`src/rtl/cd_host_regs.sv`:
```
// +----------------------------------------------------------------------------+
// | cd_host_regs: CD block host-interface register file on the A-bus (ACS2_N)  |
// | Revision: 1.0                                                              |
// +----------------------------------------------------------------------------+
`default_nettype none

module cd_host_regs #(
  parameter int          CMD_LAT = 16,
  parameter int          PERIOD  = 1024,
  parameter logic [7:0]  STATUS  = 8'h01
) (
  input  logic        CLK,
  input  logic        RST,
  input  logic        CE_R,
  input  logic [25:1] A,
  input  logic [15:0] DI,
  output logic [15:0] DO,
  input  logic        CS_N,
  input  logic        RD_N,
  input  logic        WRL_N,
  input  logic        WRU_N,
  output logic        IRQ_N,
  output logic        BUSY
);

  localparam int CNT_MAX = (PERIOD > CMD_LAT) ? PERIOD : CMD_LAT;
  localparam int CW      = $clog2(CNT_MAX);

  localparam logic [CW-1:0] PERIOD_LAST = CW'(PERIOD - 1);
  localparam logic [CW-1:0] CMD_LOAD    = CW'(CMD_LAT - 1);

  localparam logic [15:0] OFF_HIRQ = 16'h0008;
  localparam logic [15:0] OFF_MASK = 16'h000C;
  localparam logic [15:0] OFF_CR1  = 16'h0018;
  localparam logic [15:0] OFF_CR2  = 16'h001C;
  localparam logic [15:0] OFF_CR3  = 16'h0020;
  localparam logic [15:0] OFF_CR4  = 16'h0024;

  typedef enum logic [1:0] {
    S_IDLE = 2'd0,
    S_CMD  = 2'd1,
    S_RESP = 2'd2
  } state_e;

  state_e        state_q, state_d;
  logic [CW-1:0] cnt_q, cnt_d;
  logic [15:0]   hirq_q, hirq_d;
  logic [15:0]   mask_q, mask_d;
  logic [15:0]   cr1_q, cr1_d, cr2_q, cr2_d, cr3_q, cr3_d, cr4_q, cr4_d;
  logic          busy_q, busy_d;
  logic          irq_n_q, irq_n_d;
  logic          resp_pend_q, resp_pend_d;
  logic          wr_idle_q, wr_idle_d;
  logic          rd_idle_q, rd_idle_d;

  logic          sel;
  logic [15:0]   off;
  logic [15:0]   be;
  logic          wr_ev;
  logic          rd_cr4_ev;
  logic          cmd_start;

  function automatic logic [15:0] merge(input logic [15:0] old_v,
                                        input logic [15:0] new_v,
                                        input logic [15:0] mask_v);
    return (old_v & ~mask_v) | (new_v & mask_v);
  endfunction

  assign sel       = !CS_N && (A[25:16] == 10'h189);
  assign off       = {A[15:1], 1'b0};
  assign be        = {{8{~WRU_N}}, {8{~WRL_N}}};
  assign wr_ev     = sel && (be != 16'h0000) && wr_idle_q;
  assign rd_cr4_ev = sel && !RD_N && rd_idle_q && (off == OFF_CR4);
  assign cmd_start = wr_ev && (off == OFF_CR4) && (state_q == S_IDLE);

  always_comb begin
    DO = 16'h0000;
    if (sel && !RD_N) begin
      case (off)
        OFF_HIRQ: DO = hirq_q;
        OFF_MASK: DO = mask_q;
        OFF_CR1:  DO = cr1_q;
        OFF_CR2:  DO = cr2_q;
        OFF_CR3:  DO = cr3_q;
        OFF_CR4:  DO = cr4_q;
        default:  DO = 16'h0000;
      endcase
    end
  end

  always_comb begin
    state_d     = state_q;
    cnt_d       = cnt_q;
    hirq_d      = hirq_q;
    mask_d      = mask_q;
    cr1_d       = cr1_q;
    cr2_d       = cr2_q;
    cr3_d       = cr3_q;
    cr4_d       = cr4_q;
    busy_d      = busy_q;
    irq_n_d     = irq_n_q;
    resp_pend_d = resp_pend_q;
    wr_idle_d   = wr_idle_q;
    rd_idle_d   = rd_idle_q;

    if (CE_R) begin
      wr_idle_d = WRL_N & WRU_N;
      rd_idle_d = RD_N;
      irq_n_d   = ~|(hirq_q & mask_q);

      // Host writes first so that internal loads below take priority.
      if (wr_ev) begin
        case (off)
          OFF_HIRQ: hirq_d = hirq_q & (DI | ~be);
          OFF_MASK: mask_d = merge(mask_q, DI, be);
          OFF_CR1:  if (!busy_q) cr1_d = merge(cr1_q, DI, be);
          OFF_CR2:  if (!busy_q) cr2_d = merge(cr2_q, DI, be);
          OFF_CR3:  if (!busy_q) cr3_d = merge(cr3_q, DI, be);
          OFF_CR4: begin
            if (cmd_start) begin
              cr4_d     = merge(cr4_q, DI, be);
              hirq_d[0] = 1'b0;
              busy_d    = 1'b1;
            end
          end
          default: ;
        endcase
      end

      if (rd_cr4_ev) resp_pend_d = 1'b0;

      case (state_q)
        S_IDLE: begin
          if (cnt_q == PERIOD_LAST) begin
            cnt_d = '0;
            if (!resp_pend_q) begin
              cr1_d = {STATUS | 8'h20, 8'h00};
              cr2_d = 16'h0000;
              cr3_d = 16'h0000;
              cr4_d = 16'h0000;
            end
          end else begin
            cnt_d = cnt_q + CW'(1);
          end
          if (cmd_start) begin
            state_d = S_CMD;
            cnt_d   = CMD_LOAD;
          end
        end
        S_CMD: begin
          if (cnt_q == '0) state_d = S_RESP;
          else             cnt_d   = cnt_q - CW'(1);
        end
        S_RESP: begin
          case (cr1_q[15:8])
            8'h00: begin
              cr1_d = {STATUS, 8'h00};
              cr2_d = 16'h0000;
              cr3_d = 16'h0000;
              cr4_d = 16'h0000;
            end
            8'h01: begin
              cr1_d = {STATUS, 8'h00};
              cr2_d = 16'h0201;
              cr3_d = 16'h0000;
              cr4_d = 16'h0400;
            end
            default: begin
              cr1_d = 16'hFF00;
              cr2_d = 16'h0000;
              cr3_d = 16'h0000;
              cr4_d = 16'h0000;
            end
          endcase
          hirq_d[0]   = 1'b1;
          resp_pend_d = 1'b1;
          busy_d      = 1'b0;
          cnt_d       = '0;
          state_d     = S_IDLE;
        end
        default: state_d = S_IDLE;
      endcase
    end
  end

  always_ff @(posedge CLK) begin
    if (RST) begin
      state_q     <= S_IDLE;
      cnt_q       <= '0;
      hirq_q      <= 16'h0001;
      mask_q      <= 16'h0000;
      cr1_q       <= 16'h0043;
      cr2_q       <= 16'h4442;
      cr3_q       <= 16'h4C4F;
      cr4_q       <= 16'h434B;
      busy_q      <= 1'b0;
      irq_n_q     <= 1'b1;
      resp_pend_q <= 1'b0;
      wr_idle_q   <= 1'b1;
      rd_idle_q   <= 1'b1;
    end else begin
      state_q     <= state_d;
      cnt_q       <= cnt_d;
      hirq_q      <= hirq_d;
      mask_q      <= mask_d;
      cr1_q       <= cr1_d;
      cr2_q       <= cr2_d;
      cr3_q       <= cr3_d;
      cr4_q       <= cr4_d;
      busy_q      <= busy_d;
      irq_n_q     <= irq_n_d;
      resp_pend_q <= resp_pend_d;
      wr_idle_q   <= wr_idle_d;
      rd_idle_q   <= rd_idle_d;
    end
  end

  assign IRQ_N = irq_n_q;
  assign BUSY  = busy_q;

endmodule

`default_nettype wire

```
`config.mk`:
```
export PLATFORM = sky130hd
export DESIGN_NAME = cd_host_regs
export DESIGN_NICKNAME = d
export VERILOG_FILES = /design/src/rtl/cd_host_regs.sv
export SDC_FILE = /design/constraint.sdc
export NUM_CORES = 1
export LEC_CHECK = 0
export CAP_MARGIN = 30
export CORE_MARGIN = 2
export CORE_UTILIZATION = 45
export CTS_BUF_LIST = sky130_fd_sc_hd__clkbuf_8
export CTS_CLUSTER_SIZE = 25
export DETAILED_ROUTE_END_ITERATION = 6
export PLACE_DENSITY = 0.69
export RECOVER_POWER = 25
export SLEW_MARGIN = 10
export SYNTH_ARGS = -nofsm -noshare
export SYNTH_HDL_FRONTEND = slang
export SYNTH_SLANG_ARGS = --single-unit
```
`constraint.sdc`:
```
create_clock -name CLK -period 2.62 [get_ports CLK]
set_input_delay 0.524 -clock CLK [delete_from_list [all_inputs] [get_ports CLK]]
set_output_delay 0.524 -clock CLK [all_outputs]
set_load 0.02 [all_outputs]
```
==> reports/results.ini <==
[sta]
fin_setup_tns_ns=-3.296
rsz0062_at_grt=true
fin_skew_ns=0.01423
finalCriticalPeriod_ns=2.850
hold_viol=0
worstMarginPinSlew_ns=1.058
slew_headroom=0.2945
report.final.setup_viol=19
whs_ns=0.4584
final_max_slew_viol_count=0
max_freq_mhz=350.9
fin_crit_sh=1.088
setup_ws_ns=-0.2302

[cts]
htree_num_levels=4
insertion_delay_ns=0.44
ctsLongestPathBuffers=2
tritoncts=built
clkSinkCount=113
cts-root-buf=clkbuf_8
clk_pin_slew_ns=0.06
cts_buffers=17

[route]
vias=6772
drc_errors=6
wire_per_inst_um=22.21
drt_iter0_drc=1062
wirelength_um=22940
drt.antenna.violating_nets=0
firstDrtPassIters=7
vias_per_cell=6.556

[cells_and_area]
area_growth_syn_to_layout_pct=43.97
drive_gt1_frac=0.2940
antenna_cells=0
nNetsFinal=902
seq_area_sq_mm=0.002262
nFillCells=1011
fin_cells=1033
finish.utilization=0.6556
multi_input_area_sq_mm=0.003902
stdcell_area_sq_mm=0.008578

[synth]
synth_flop_cell=dfxtp_1
synthTopCellsByCount=113 x dfxtp_1, 54 x nand2_1, 44 x nor2_1
synth_edf_count=0
netlist.area_leader.share=0.3797
synth_area_sq_mm=0.005958
synth_xor_area_frac=0.005880
synth_simple_gate_area_frac=0.2106
synth_area_leader_cell=dfxtp_1
yosys_warnings=0
synth.most_common_cell=dfxtp_1
synthMuxAreaShare=0.05061
synth_compound_area_frac=0.2946
syn_nets=734
syn_avg_cell_area_sq_um=8.762
synthArstFlopShare=0
ys_types=73
synth_fa_ha_area_frac=0.01260
yosysSeqAreaShare=0.3797
synth_seq_cells=113
synth_cells=680
synth_top_family_by_area=compound AO/OA/AOI/OAI gates
synth_area_leaders=dfxtp_1 38%, mux2i_1 4.9%, a221o_1 3.7%

[pwr]
peakVddDrop_mv=0.4329
finalPower_mw=3.641
powerDensity_mw_per_mm2=424.5
leakage_nw=3.278

[placed_design]
portBuffers=65
dp_hpwl_um=15960
place_congestion=0.9661
placed_cell_area_sq_mm=0.007824
dp.cells=985
place_ws_ns=-1.101

[setup_path]
cp.arrival_ns=2.33
critPathMaxFanout=8
end_kind=primary output
worst_ep_required_time_ns=2.10
startpoint_type=primary input
critPathKind=in -> out

[global_routing]
grtUsageTotal=0.3261
antenna_found_initial=0
grt_pass1_wl_um=36150
grt-ovfl-total=0
grt_pass1_vias=6660
grt_start_max_net_pins=40

[floorplan]
io-pin-count=66
die-area_sq_mm=0.01418
fp-row-count=42
die_w_um=119.1
die_h_um=119.1
initial_core_util=0.4553
core_region_area_sq_mm=0.01309

[run_status]
violations=DRC, setup timing
status=complete, but fails checks

[run]
max_cap_viol_count=0

[hold_path]
hold_path.class=reg -> reg

per-layer routing:
layer	track usage	routed length [um]
met4	0.1763	1200
met3	0.08285	2317
met2	0.5047	10280
met1	0.4161	9145
met5	0	0
final timing paths:
path / from / to / slack, ns / cells past startpoint
min: hirq_q[13] / hirq_q[13] / 0.46 / 1
min reg2reg: hirq_q[13] / hirq_q[13] / 0.46 / 1
max: A[14] / DO[15] / -0.23 / 8
max reg2reg: state_q[0] / cnt_q[4] / 0.15 / 8
logic make-up after synthesis:
logic type      after synthesis
compound gates              233
simple gates                225
flops                       113
buf+inv                      69
mux                          30
fa+ha+maj                     6
xor+xnor                      4
layout make-up:
class	instances	area share
timing repair buffer	193	0.2027
multi-input combinational	498	0.4549
clock buffer	22	0.03530
sequential	113	0.2637
inverter	25	0.01094
clock inverter	6	0.006709
tap	176	0.02567
placed cells by master, fill, tap and decap left out, types with 16 or more instances in the layout:
cell type	count
dfxtp_1	113
buf_4	105
nand2_1	47
nor2_1	42
a21oi_1	31
mux2i_1	29
o21ai_0	27
inv_1	24
buf_6	23
a221o_1	22
clkbuf_8	22
clkdlybuf4s50_1	22
nand4_1	19
a22o_1	17
o211a_1	17
a22oi_2	16
nor3_1	16
critical path, stage by stage:
cell	delay (ns)
buf_6	0.09
or4b_4	0.53
or3_4	0.40
nor2_4	0.18
buf_12	0.17
a22oi_2	0.10
a31oi_4	0.19
buf_6	0.13
what timing repair did:
action / CTS / global route
buffers inserted: 14 / 4
hold buffers: 0 / 0
gates resized for setup: 186 / 19
endpoints found under the setup margin: 25 / 27
pin swaps: 35 / 14
cloned: 5 / 0
where the power goes:
| part | switching, mW | internal [mW] | leakage (nW) |
|---|---|---|---|
| clock network | 0.709 | 0.847 | 0.188 |
| registers | 0.00876 | 1.73 | 0.912 |
| logic | 0.194 | 0.156 | 2.18 |
| total | 0.912 | 2.73 | 3.28 |
No activity file was read; power rests on OpenSTA's default activity.
